--- src/rtl/delayed_branch_resolver_pkg.sv ---
// Shared CPU definitions: condition codes, instruction heads, resolver FSM states.
// Pure declarations, no logic and no latency.
// No flow control lives here.
package delayed_branch_resolver_pkg;

    // Condition codes carried alongside each delayed instruction.
    typedef enum logic [2:0] {
        COND_NV = 3'd0,
        COND_AL = 3'd1,
        COND_EQ = 3'd2,
        COND_NE = 3'd3,
        COND_LT = 3'd4,
        COND_LE = 3'd5,
        COND_GT = 3'd6,
        COND_GE = 3'd7
    } cond_t;

    // Instruction heads (IR[15:8]).
    localparam logic [7:0] HEAD_DEFAULT = 8'h20;
    localparam logic [7:0] HEAD_HALT    = 8'h27;

    // Resolver control states.
    typedef enum logic [1:0] {
        IDLE  = 2'd0,
        FIRE  = 2'd1,
        DRAIN = 2'd2
    } state_t;

    // One pipeline slot: the delayed instruction and its condition.
    typedef struct packed {
        logic [15:0] ir;
        cond_t       cond;
    } slot_t;

    localparam slot_t SLOT_EMPTY = '{ir: 16'h0000, cond: COND_NV};

endpackage

--- src/rtl/delayed_branch_resolver_if.sv ---
// Bundle between the fetch/branch generator and the delayed branch resolver.
// Wires only, no latency.
// Flow is paced by advance, which both sides share as the pipeline step.
interface delayed_branch_resolver_if;

    logic        advance;
    logic [15:0] p0_delayed_B_1in;
    logic [15:0] p1_delayed_B_1in;
    logic [2:0]  p0_delayed_cond_1in;
    logic [2:0]  p1_delayed_cond_1in;
    logic        N;
    logic        V;
    logic        Z;
    logic        p0_do_delayed_B;
    logic        p1_do_delayed_B;
    logic [15:0] delayed_IR_out;
    logic        flush;
    logic [15:0] taken_count;

    // Fetch side: supplies delayed instructions and flags, receives reinjection.
    modport master (
        output advance, p0_delayed_B_1in, p1_delayed_B_1in,
               p0_delayed_cond_1in, p1_delayed_cond_1in, N, V, Z,
        input  p0_do_delayed_B, p1_do_delayed_B, delayed_IR_out, flush, taken_count
    );

    // Resolver side.
    modport slave (
        input  advance, p0_delayed_B_1in, p1_delayed_B_1in,
               p0_delayed_cond_1in, p1_delayed_cond_1in, N, V, Z,
        output p0_do_delayed_B, p1_do_delayed_B, delayed_IR_out, flush, taken_count
    );

endinterface

--- src/rtl/delayed_branch_resolver_cond_eval.sv ---
// Evaluates one condition code against the N/V/Z flags.
// Purely combinational, zero latency.
// No flow control; result is consumed by the resolver when advance is high.
module cond_eval
    import delayed_branch_resolver_pkg::*;
(
    input  cond_t cond,
    input  logic  n,
    input  logic  v,
    input  logic  z,
    output logic  taken
);

    logic lt;

    assign lt = n ^ v;

    // Decode the condition into a single taken bit.
    always_comb begin
        taken = 1'b0;
        case (cond)
            COND_NV: taken = 1'b0;
            COND_AL: taken = 1'b1;
            COND_EQ: taken = z;
            COND_NE: taken = !z;
            COND_LT: taken = lt;
            COND_LE: taken = z | lt;
            COND_GT: taken = !z & !lt;
            COND_GE: taken = !lt;
            default: taken = 1'b0;
        endcase
    end

endmodule

--- src/rtl/delayed_branch_resolver.sv ---
// Resolves delayed branches in two lanes after a two-stage delay and reinjects the winner.
// Latency: input sampled into S2, shifted to S3, resolved on the following advancing edge.
// Backpressure: advance=0 freezes every stage, the FSM and the pending strobe.
module delayed_branch_resolver
    import delayed_branch_resolver_pkg::*;
(
    input  logic clk,
    input  logic rst,
    delayed_branch_resolver_if.slave bus
);

    slot_t       p0_s2, p0_s3, p1_s2, p1_s3;
    slot_t       p0_s2_nxt, p0_s3_nxt, p1_s2_nxt, p1_s3_nxt;
    slot_t       p0_in, p1_in;
    state_t      state, state_nxt;
    logic        p0_take, p1_take;
    logic        p0_do, p1_do, flush_q;
    logic        p0_do_nxt, p1_do_nxt, flush_nxt;
    logic [15:0] ir_q, ir_nxt;
    logic [15:0] taken_cnt, taken_cnt_nxt;

    cond_eval u_p0_eval (
        .cond  (p0_s3.cond),
        .n     (bus.N),
        .v     (bus.V),
        .z     (bus.Z),
        .taken (p0_take)
    );

    cond_eval u_p1_eval (
        .cond  (p1_s3.cond),
        .n     (bus.N),
        .v     (bus.V),
        .z     (bus.Z),
        .taken (p1_take)
    );

    // Next-state, pipeline shift and registered-output logic; p0 is older so it wins.
    always_comb begin
        state_nxt     = state;
        p0_s2_nxt     = p0_s2;
        p0_s3_nxt     = p0_s3;
        p1_s2_nxt     = p1_s2;
        p1_s3_nxt     = p1_s3;
        p0_do_nxt     = p0_do;
        p1_do_nxt     = p1_do;
        flush_nxt     = flush_q;
        ir_nxt        = ir_q;
        taken_cnt_nxt = taken_cnt;
        p0_in         = SLOT_EMPTY;
        p1_in         = SLOT_EMPTY;

        // Anything fetched while a redirect is in flight is wrong-path: capture as empty.
        if (state == IDLE) begin
            p0_in = '{ir: bus.p0_delayed_B_1in, cond: cond_t'(bus.p0_delayed_cond_1in)};
            p1_in = '{ir: bus.p1_delayed_B_1in, cond: cond_t'(bus.p1_delayed_cond_1in)};
        end

        if (bus.advance) begin
            p0_s2_nxt = p0_in;
            p0_s3_nxt = p0_s2;
            p1_s2_nxt = p1_in;
            p1_s3_nxt = p1_s2;

            case (state)
                IDLE: begin
                    if (p0_take || p1_take) begin
                        state_nxt = FIRE;
                        p0_do_nxt = p0_take;
                        p1_do_nxt = !p0_take;
                        flush_nxt = 1'b1;
                        ir_nxt    = p0_take ? p0_s3.ir : p1_s3.ir;
                        // Everything younger than the taken branch is killed.
                        p0_s2_nxt = SLOT_EMPTY;
                        p0_s3_nxt = SLOT_EMPTY;
                        p1_s2_nxt = SLOT_EMPTY;
                        p1_s3_nxt = SLOT_EMPTY;
                        if (taken_cnt != 16'hFFFF)
                            taken_cnt_nxt = taken_cnt + 16'd1;
                    end
                end
                FIRE: begin
                    // Strobe consumed by the generator on this advancing edge.
                    state_nxt = DRAIN;
                    p0_do_nxt = 1'b0;
                    p1_do_nxt = 1'b0;
                    flush_nxt = 1'b0;
                    ir_nxt    = 16'h0000;
                end
                DRAIN: begin
                    state_nxt = IDLE;
                end
                default: begin
                    state_nxt = IDLE;
                end
            endcase
        end
    end

    // State, pipeline and output registers with asynchronous clear.
    always_ff @(posedge clk or negedge rst) begin
        if (!rst) begin
            state     <= IDLE;
            p0_s2     <= SLOT_EMPTY;
            p0_s3     <= SLOT_EMPTY;
            p1_s2     <= SLOT_EMPTY;
            p1_s3     <= SLOT_EMPTY;
            p0_do     <= 1'b0;
            p1_do     <= 1'b0;
            flush_q   <= 1'b0;
            ir_q      <= 16'h0000;
            taken_cnt <= 16'h0000;
        end else begin
            state     <= state_nxt;
            p0_s2     <= p0_s2_nxt;
            p0_s3     <= p0_s3_nxt;
            p1_s2     <= p1_s2_nxt;
            p1_s3     <= p1_s3_nxt;
            p0_do     <= p0_do_nxt;
            p1_do     <= p1_do_nxt;
            flush_q   <= flush_nxt;
            ir_q      <= ir_nxt;
            taken_cnt <= taken_cnt_nxt;
        end
    end

    assign bus.p0_do_delayed_B = p0_do;
    assign bus.p1_do_delayed_B = p1_do;
    assign bus.flush           = flush_q;
    assign bus.delayed_IR_out  = ir_q;
    assign bus.taken_count     = taken_cnt;

endmodule

--- src/flat_wrapper.sv ---
// flat-port wrapper written by rule: the top's interface ports become plain ports
module delayed_branch_resolver_flat import delayed_branch_resolver_pkg::*;
  (clk, rst, bus_advance, bus_p0_delayed_B_1in, bus_p1_delayed_B_1in, bus_p0_delayed_cond_1in, bus_p1_delayed_cond_1in, bus_N, bus_V, bus_Z, bus_p0_do_delayed_B, bus_p1_do_delayed_B, bus_delayed_IR_out, bus_flush, bus_taken_count);
  delayed_branch_resolver_if bus_i ();
  input  logic clk;
  input  logic rst;
  input wire logic [$bits(bus_i.advance)-1:0] bus_advance;
  input wire logic [$bits(bus_i.p0_delayed_B_1in)-1:0] bus_p0_delayed_B_1in;
  input wire logic [$bits(bus_i.p1_delayed_B_1in)-1:0] bus_p1_delayed_B_1in;
  input wire logic [$bits(bus_i.p0_delayed_cond_1in)-1:0] bus_p0_delayed_cond_1in;
  input wire logic [$bits(bus_i.p1_delayed_cond_1in)-1:0] bus_p1_delayed_cond_1in;
  input wire logic [$bits(bus_i.N)-1:0] bus_N;
  input wire logic [$bits(bus_i.V)-1:0] bus_V;
  input wire logic [$bits(bus_i.Z)-1:0] bus_Z;
  output wire logic [$bits(bus_i.p0_do_delayed_B)-1:0] bus_p0_do_delayed_B;
  output wire logic [$bits(bus_i.p1_do_delayed_B)-1:0] bus_p1_do_delayed_B;
  output wire logic [$bits(bus_i.delayed_IR_out)-1:0] bus_delayed_IR_out;
  output wire logic [$bits(bus_i.flush)-1:0] bus_flush;
  output wire logic [$bits(bus_i.taken_count)-1:0] bus_taken_count;
  assign bus_i.advance = bus_advance;
  assign bus_i.p0_delayed_B_1in = bus_p0_delayed_B_1in;
  assign bus_i.p1_delayed_B_1in = bus_p1_delayed_B_1in;
  assign bus_i.p0_delayed_cond_1in = bus_p0_delayed_cond_1in;
  assign bus_i.p1_delayed_cond_1in = bus_p1_delayed_cond_1in;
  assign bus_i.N = bus_N;
  assign bus_i.V = bus_V;
  assign bus_i.Z = bus_Z;
  assign bus_p0_do_delayed_B = bus_i.p0_do_delayed_B;
  assign bus_p1_do_delayed_B = bus_i.p1_do_delayed_B;
  assign bus_delayed_IR_out = bus_i.delayed_IR_out;
  assign bus_flush = bus_i.flush;
  assign bus_taken_count = bus_i.taken_count;
  delayed_branch_resolver u_core (.clk(clk), .rst(rst), .bus(bus_i));
endmodule
--- config.mk ---
export PLATFORM = sky130hd
export DESIGN_NAME = delayed_branch_resolver_flat
export DESIGN_NICKNAME = d
export VERILOG_FILES = /design/src/rtl/delayed_branch_resolver_pkg.sv /design/src/rtl/delayed_branch_resolver_if.sv /design/src/rtl/delayed_branch_resolver_cond_eval.sv /design/src/rtl/delayed_branch_resolver.sv /design/src/flat_wrapper.sv
export SDC_FILE = /design/constraint.sdc
export NUM_CORES = 1
export LEC_CHECK = 0
export CAP_MARGIN = 20
export CORE_MARGIN = 2
export CORE_UTILIZATION = 46
export CTS_CLUSTER_DIAMETER = 30
export CTS_CLUSTER_SIZE = 14
export DETAILED_ROUTE_END_ITERATION = 10
export GPL_TIMING_DRIVEN = 0
export PLACE_DENSITY = 0.71
export SETUP_SLACK_MARGIN = 0.02
export SLEW_MARGIN = 20
export SYNTH_ARGS = -nofsm -noshare
export SYNTH_HDL_FRONTEND = slang
export SYNTH_SLANG_ARGS = --single-unit
--- constraint.sdc ---
create_clock -name clk -period 3.9 [get_ports clk]
set_clock_uncertainty 0.1 [all_clocks]
set_input_delay 0.78 -clock clk [delete_from_list [all_inputs] [get_ports clk]]
set_output_delay 0.78 -clock clk [all_outputs]
set_load 0.03 [all_outputs]
# Yosys cells after proc, flatten, opt, wreduce, memory -nomap -nowiden

Cells that the tools add are included.

$add $sub $neg: 1
Equal/unequal tests: 17
Multiplexer cells: 23
Bitwise logic cells: 3
Reduce and logical (&&, ||, !) cells: 11

Operators by type and width:

| cell                                                | number |
|---|---|
| two-way mux 19 bit                                  | 10 |
| two-way mux 16 bit                                  | 2 |
| one-hot mux 16 bit (2 select lines)                 | 1 |
| equality test 3 bit, second input constant          | 8 |
| adder 16 x 1 -> 16 bit, second input constant       | 1 |
| != test 16 bit, second input constant               | 1 |
| one-hot mux 1 bit (8 select lines)                  | 2 |
| equality test 3 x 2 -> 1 bit, second input constant | 4 |
| equality test 3 x 1 -> 1 bit, second input constant | 2 |
| zero test 3 bit                                     | 2 |
| one-hot mux 1 bit (2 select lines)                  | 3 |
| one-hot mux 2 bit (2 select lines)                  | 1 |
| AND reduction 4 bit                                 | 1 |
| zero test 1 bit                                     | 3 |
| two-way mux 1 bit                                   | 3 |
| AND reduction 3 bit                                 | 1 |
| equality test 2 x 1 -> 1 bit, second input constant | 1 |
| zero test 2 bit                                     | 1 |
| two-way mux 2 bit                                   | 1 |
| != test 2 bit, second input constant                | 1 |
| AND reduction 2 bit                                 | 1 |
| nonzero test 2 bit                                  | 1 |
| bitwise AND 1 bit                                   | 1 |
| logical OR 1 bit                                    | 1 |
| other kinds (2)                                     | 2 |

Bits in registers: 113
Bits of input ports: 44
Output and inout bits: 35
Word-level logic and storage cells: 69

# Logic depth before layout (Yosys ltp)

Gate-level depths: netlist of the first run.

Depth after elaboration: 7
Gate-level depth with buffers: 8

# Hierarchy

From an unflattened synthesis of the first run, not the netlist that was laid out.

Cells, all modules: 438
Area, all modules: 4752.1 µm²

By module, submodules not included:

| module                  | times used | cells an instance | area an instance (µm²) | seq. area each (µm²) |
|---|---|---|---|---|
| delayed_branch_resolver | 1          | 426               | 4647.0                 | 2827.7 |
| cond_eval               | 2          | 6                 | 52.6                   | 0.0 |

# Least setup slack after synthesis of the first run

No wires, ideal clock.

Kind: input to register
Start: in bus_V
End: reg u_core.p0_do (netlist: u_core.bus.p0_do_delayed_B)
Setup time: 0.125 ns
Arrival: 2.152 ns
Required time: 3.675 ns
Slack: 1.524 ns
Cell stages on the path: 5
Path buffers: 0
Cells stage by stage: xnor2_2 mux2i_1 a21oi_2 a311oi_4 mux2_2

Cells in the longest elaborated chain, start to end: 7

Ends and longest elaborated chain:

| item                                 | RTL line                                                                         | source |
|---|---|---|
| from (decl)                          | flat_wrapper.sv:13                                                               | `input wire logic [$bits(bus_i.V)-1:0] bus_V;` |
| XOR 1 bit *                          | delayed_branch_resolver_cond_eval.sv:16                                          | `assign lt = n ^ v;` |
| zero test 1 bit                      | delayed_branch_resolver_cond_eval.sv:28, delayed_branch_resolver_cond_eval.sv:29 |  |
| bitwise AND 1 bit                    | delayed_branch_resolver_cond_eval.sv:28                                          | `COND_GT: taken = !z & !lt;` |
| one-hot mux 1 bit (8 select lines)   | delayed_branch_resolver_cond_eval.sv:21                                          | `case (cond)` |
| logical OR 1 bit                     | delayed_branch_resolver.sv:67                                                    | `if (p0_take \|\| p1_take) begin` |
| != test 2 bit (no source line)       | -                                                                                |  |
| AND reduction 3 bit (no source line) | -                                                                                |  |
| to (signal assigned)                 | delayed_branch_resolver.sv:119                                                   | `p0_do <= p0_do_nxt;` |
| to (decl)                            | delayed_branch_resolver.sv:17                                                    | `logic p0_do, p1_do, flush_q;` |

Mark *: on every way between the ends. The rest lies on a longest branch, timed or not. The select of a mux whose other input is x is not followed.
A chain may end at the register's enable or synchronous reset.

# Worst setup path after layout of the first run

Start: in bus_V
End: reg u_core.ir_q[13] (netlist: u_core.bus.delayed_IR_out[13])

Cells in the longest elaborated chain, start to end: 7

Ends and longest elaborated chain:

| item                                                                              | RTL line                                                                         | source |
|---|---|---|
| XOR 1 bit *                                                                       | delayed_branch_resolver_cond_eval.sv:16                                          |  |
| zero test 1 bit                                                                   | delayed_branch_resolver_cond_eval.sv:28, delayed_branch_resolver_cond_eval.sv:29 |  |
| bitwise AND 1 bit                                                                 | delayed_branch_resolver_cond_eval.sv:28                                          |  |
| one-hot mux 1 bit (8 select lines)                                                | delayed_branch_resolver_cond_eval.sv:21                                          |  |
| two-way mux 16 bit / logical OR 1 bit (equally long branches)                     | delayed_branch_resolver.sv:72, delayed_branch_resolver.sv:67                     |  |
| two-way mux 16 bit / != test 2 bit (equally long branches)                        | -                                                                                |  |
| one-hot mux 16 bit (2 select lines) / AND reduction 3 bit (equally long branches) | -                                                                                |  |
| to (signal assigned)                                                              | delayed_branch_resolver.sv:122                                                   | `ir_q <= ir_nxt;` |
| to (decl)                                                                         | delayed_branch_resolver.sv:19                                                    | `logic [15:0] ir_q, ir_nxt;` |

Marked as above.

==> results of run 1 <==
==> layout make-up <==
| cell class | instances | area (sq um) | share of cell area |
|---|---|---|---|
| Multi-Input combinational cell | 207 | 1560 | 0.253 |
| Buffer | 23 | 151 | 0.0245 |
| Timing Repair Buffer | 79 | 810 | 0.131 |
| Tap cell | 133 | 166 | 0.0270 |
| Clock inverter | 13 | 210 | 0.0341 |
| Clock buffer | 19 | 432 | 0.0700 |
| Inverter | 3 | 11.3 | 0.00183 |
| Sequential cell | 113 | 2830 | 0.458 |
==> per-stage QoR <==
step / power [mW] / std cells / utilization / hold WS, ns / cell area, sq um
after floorplan: 3.31 / 346 / - / 0.364 / 4550
after global placement: 3.93 / 557 / 0.568 / 0.372 / 5500
after detailed placement: 4.00 / 558 / 0.571 / 0.381 / 5530
after CTS: 5.68 / 590 / 0.637 / 0.0389 / 6170
after global routing: 5.96 / 590 / 0.637 / 0.0465 / 6170
final: 5.64 / 590 / 0.637 / 0.0524 / 6170
==> power breakdown <==
part / switching, mW / total [mW] / internal, mW
clock: 0.532 / 1.65 / 1.12
combinational: 1.13 / 2.04 / 0.914
sequential: 0.313 / 1.95 / 1.63
total: 1.98 / 5.64 / 3.67
==> logic make-up (layout without fill, tap and decap cells) <==
| group | after synthesis | count (layout) | synth area share |
|---|---|---|---|
| compound gates | 120 | 120 | 0.222 |
| flops | 113 | 113 | 0.621 |
| simple gates | 63 | 63 | 0.0682 |
| buf+inv | 26 | 137 | 0.0357 |
| xor+xnor | 14 | 14 | 0.0286 |
| mux | 9 | 9 | 0.0212 |
| fa+ha+maj | 1 | 1 | 0.00275 |
==> layer usage <==
layer | up-vias | GRT usage | wire (microns) | share of wire
met3 | 10 | 0.0578 | 564 | 0.054
met4 | 0 | 0.0911 | 148 | 0.014
met5 | - | 0 | 0 | 0
li1 | 1504 | - | - | -
met1 | 1642 | 0.296 | 4730 | 0.45
met2 | 101 | 0.320 | 5040 | 0.48
==> critical path, cell delays in order <==
cell and delay (ns):
clkdlybuf4s50_1 0.44, xnor2_2 0.25, mux2i_1 0.25, a21oi_2 0.13, nor2_1 0.49, buf_2 0.35
a22oi_1 0.13, a21oi_2 0.15
==> layout by cell type (no fill, tap or decap), types with 2 or more instances in the layout <==
master and count:
nor2b_1 2, a21oi_2 16, buf_6 6, clkinv_2 2
clkbuf_16 16, mux2i_1 4, buf_4 6, nand2_1 6
clkdlybuf4s50_1 77, mux2_2 5, xnor2_1 13, inv_1 2
dfrtp_1 113, nand4_1 8, clkinvlp_4 2, clkinv_4 4
nand3_1 10, a21oi_1 9, clkbuf_1 9, nor3_1 3
nor2_1 22, and3_1 9, buf_2 4, clkbuf_8 2
a22o_1 76, a22oi_1 16, bufinv_16 5
==> final timing paths <==
check	slack, ns	depth (start not counted)	endpoint
setup reg to reg	1.71	7	u_core.bus.delayed_IR_out[13]
min in group clk	0.40	1	u_core.p1_s3[0]
setup / recovery	1.26	8	u_core.bus.delayed_IR_out[13]
hold reg to reg	0.40	1	u_core.p1_s3[0]
max in group asynchronous	2.97	2	u_core.p1_s2[10]
hold / removal	0.05	1	u_core.p0_s2[8]
==> state kept, by name, summed over array words and instances (netlist names) <==
register                    flops
u_core.p0_s2                   19
u_core.bus.flush                1
u_core.bus.delayed_IR_out      16
u_core.bus.p1_do_delayed_B      1
u_core.bus.taken_count         16
u_core.bus.p0_do_delayed_B      1
u_core.state                    2
u_core.p0_s3                   19
u_core.p1_s2                   19
u_core.p1_s3                   19
==> results_dict.tcl, run 1 <==
set metrics [dict create \
    status "finished clean" \
    antenna_left 0 \
    p_per_area_nw_per_um2 915 \
    hold_violations 0 \
    layout-drive-gt1-share 0.155 \
    crit_start "bus_V" \
    grt_max_degree 85 \
    cp.arrival_ns 2.98 \
    peakVddDrop_uv 411 \
    dp_hpwl_mm 7.06 \
    num_vias 3257 \
    cts_made_buffers 17 \
    synth_nets 391 \
    synth_cells 346 \
    viasPerCell 5.52 \
    cp_max_fo 10 \
    cts_tree "yes" \
    firstDrtPassIters 5 \
    end_kind "flip-flop" \
    start_kind "input port" \
    relSlewSlack 0.605 \
    yosys.area.top_type "dfrtp_1" \
    die-area_sq_um 10700 \
    netlist_top_cells_count "dfrtp_1, a22o_1, nor2_1, a21oi_2, a22oi_1" \
    wirelength_mm 10.5 \
    hold_class "input port to async pin" \
    rr_startpoint "u_core.p0_s3[1]" \
    rows 36 \
    fin_setup_tns_ns 0 \
    leakagePower_nw 2.75 \
    antenna_found_initial 0 \
    period_minus_slack_ns 2.64 \
    clkSlewWorstSetupHoldPaths_ns 0.06 \
    fin_ws_ns 1.26 \
    place_ws_ns 0.778 \
    nFillCells 746 \
    coreArea_sq_um 9680 \
    antenna_cells 0 \
    synth_edf_count 0 \
    cts_resized 0 \
    die_h_microns 103 \
    synthArstFlopShare 1.00 \
    track_usage 0.214 \
    post_cts_buffers 0 \
    drv_cap 0 \
    gp_congestion 0.787 \
    drc 0 \
    port_buffers 78 \
    clk_path_buf_depth 2 \
    die_w_microns 103 \
    wl_per_cell_microns 17.8 \
    seq_area_frac_synth 0.621 \
    cts_root_buf "clkbuf_8" \
    finalCritPeriodShare 0.678 \
    max_freq_mhz 378 \
    synth.top_cells.by_area "dfrtp_1, a22o_1, a21oi_2, a22oi_1, xnor2_1" \
    drt_iter0_markers 145 \
    synthesis.area_sq_um 4550 \
    avgSynthCellArea_sq_um 13.2 \
    setup_violations 0 \
    nets 489 \
    area_growth_pct 35.5 \
    grt_remaining_overflow 0 \
    yosys.area.top_type_share 0.621 \
    start_util 0.470 \
    yosys_warnings 0 \
    criticalPathCategory "input port to flip-flop" \
    slew_violations 0 \
    holdBufCountCts 0 \
    synth-seq-cells 113 \
    grt_pass1_vias 3302 \
    synth_most_common_cell "dfrtp_1" \
    ys.flop_type "dfrtp_1" \
    crit_required_ns 4.23 \
    synth_cell_types 29 \
    htreeDepth 4 \
    io_pins 79 \
    tightest_slew_ns 0.591 \
    clock_latency_ns 0.50 \
    grt_first_pass_wirelength_mm 16.9 \
    cts.sinks 113 \
    rsz0062_at_grt "no" \
]
Power figures use the tool's default switching activity.
==> inputs of run 2 (changes only) <==
Clock period 3.9 ns to 2.75 ns, I/O delays scaled along.
==> run 2 against run 1 <==
Against the previous run:
- cell count grew 0.17%
- worst setup slack got worse by 0.91 ns
- register-to-register slack worse by 1.1 ns
- highest routed layer unchanged
==> results_dict.tcl, run 2 (synthesis results as in run 1) <==
set metrics [dict create \
    cp_max_fo 10 \
    firstDrtPassIters 4 \
    relSlewSlack 0.610 \
    drv_cap 0 \
    start_kind "input port" \
    area_growth_pct 35.8 \
    cts_tree "yes" \
    clock_latency_ns 0.50 \
    p_sw_frac 0.351 \
    rr_endpoint "u_core.bus.delayed_IR_out[13]" \
    antenna_left 0 \
    grt_first_pass_wirelength_mm 16.9 \
    power_frac_seq 0.345 \
    peakVddDrop_uv 584 \
    rsz0062_at_grt "no" \
    status "finished clean" \
    setup_violations 0 \
    rr_startpoint "u_core.p0_s3[1]" \
    start_util 0.470 \
    mostFrequentLayoutCells "dfrtp_1, clkdlybuf4s50_1, a22o_1" \
    drc 0 \
    gp_congestion 0.787 \
    p_per_area_nw_per_um2 1300 \
    power_frac_clock 0.293 \
    final_common_cell "dfrtp_1" \
    place_area_sq_um 5530 \
    p_comb_frac 0.362 \
    cts_made_buffers 17 \
    die-area_sq_um 10700 \
    grt_pass1_vias 3304 \
    dp_hpwl_mm 7.06 \
    leakagePower_nw 2.76 \
    hold_ws_ns 0.390 \
    period_minus_slack_ns 2.40 \
    grt_remaining_overflow 0 \
    viasPerCell 5.64 \
    final_util 0.638 \
    power_switching_mw 2.81 \
    criticalPathCategory "input port to flip-flop" \
    cts.sinks 113 \
    layout-drive-gt1-share 0.155 \
    internal-power_mw 5.20 \
    cp.arrival_ns 2.73 \
    drt_iter0_markers 148 \
    end_kind "flip-flop" \
    die_h_microns 103 \
    rows 36 \
    coreArea_sq_um 9680 \
    max_freq_mhz 417 \
    finalCritPeriodShare 0.872 \
    wl_per_cell_microns 17.7 \
    antenna_cells 0 \
    rrSetupSlack_ns 0.58 \
    io_pins 79 \
    clk_path_buf_depth 2 \
    slew_violations 0 \
    antenna_found_initial 0 \
    crit_required_ns 3.08 \
    num_vias 3333 \
    hold_violations 0 \
    finalInstanceArea_sq_um 6180 \
    cts_root_buf "clkbuf_8" \
    port_buffers 78 \
    track_usage 0.214 \
    htreeDepth 4 \
    clkSlewWorstSetupHoldPaths_ns 0.06 \
    wirelength_mm 10.5 \
    tightest_slew_ns 0.583 \
    die_w_microns 103 \
    worstRegToRegCells 7 \
    grt_max_degree 85 \
    cts_resized 0 \
    nets 490 \
    hold_class "input port to async pin" \
    nFillCells 747 \
]
==> run 2: changes by cell type in the layout (fill, tap and decap cells not counted) <==
cell           before  now
dlygate4sd3_1       0    1
==> run 2: routing by layer <==
metal  vias to the layer above  part of all wire  global-route usage
li1                       1511                 -                   -
met1                      1693              0.45               0.296
met2                       108              0.47               0.319
met3                        21             0.054              0.0578
met4                         0             0.023              0.0931
met5                         -                 0                   0
==> run 2: power groups by stage <==
stage                     logic [mW]  clock network (mW)  registers [mW]
after global placement          2.82                   0            2.75
after CTS                       2.93                2.37            2.76
after detailed placement        2.90                   0            2.77
after floorplan                 1.69                   0            3.00
after global routing            3.16                2.45            2.84
final                           2.90                2.34            2.77
==> run 2: what timing repair did <==
| action | 4_1_cts | 5_1_grt |
|---|---|---|
| hold buffers | 1 | 0 |
| hold endpoints to repair | 29 | 0 |
| setup buffers | 0 | 0 |
==> run 2: worst max-delay path, cell delays in order <==
cell and delay, ns:
clkdlybuf4s50_1 0.44, xnor2_2 0.25, mux2i_1 0.25, a21oi_2 0.13, nor2_1 0.49, buf_2 0.34, a22oi_1 0.13, a21oi_2 0.15
==> run 2: metrics by stage <==
stage	power [mW]	instances	setup slack, ns	TNS [ns]
after global placement	5.58	557	-3.10	-351.26
final	8.01	591	0.351	0
after CTS	8.06	591	0.370	0
after global routing	8.46	591	0.160	0
after detailed placement	5.67	558	-0.142	-1.95
after floorplan	4.69	346	0.604	0
==> run 2: layout make-up <==
class | count | area [sq um] | area share
Sequential cell | 113 | 2830 | 0.458
Multi-Input combinational cell | 207 | 1560 | 0.253
Timing Repair Buffer | 80 | 820 | 0.133
Clock buffer | 19 | 432 | 0.0699
Clock inverter | 13 | 210 | 0.0340
Tap cell | 133 | 166 | 0.0269
Buffer | 23 | 151 | 0.0245
Inverter | 3 | 11.3 | 0.00182
==> run 2: how the worst max path moves through the flow <==
stage,startpoint,to,slack (ns),cells past startpoint
3_5_place_dp,bus_V,u_core.bus.delayed_IR_out[10],-0.14,8
6_report,bus_V,u_core.bus.delayed_IR_out[13],0.35,8
2_1_floorplan,bus_V,u_core.bus.p0_do_delayed_B,0.60,5
4_1_cts,bus_V,u_core.bus.delayed_IR_out[13],0.37,8
5_1_grt,bus_Z,u_core.bus.delayed_IR_out[9],0.16,8
3_3_place_gp,rst,u_core.bus.delayed_IR_out[14],-3.10,1
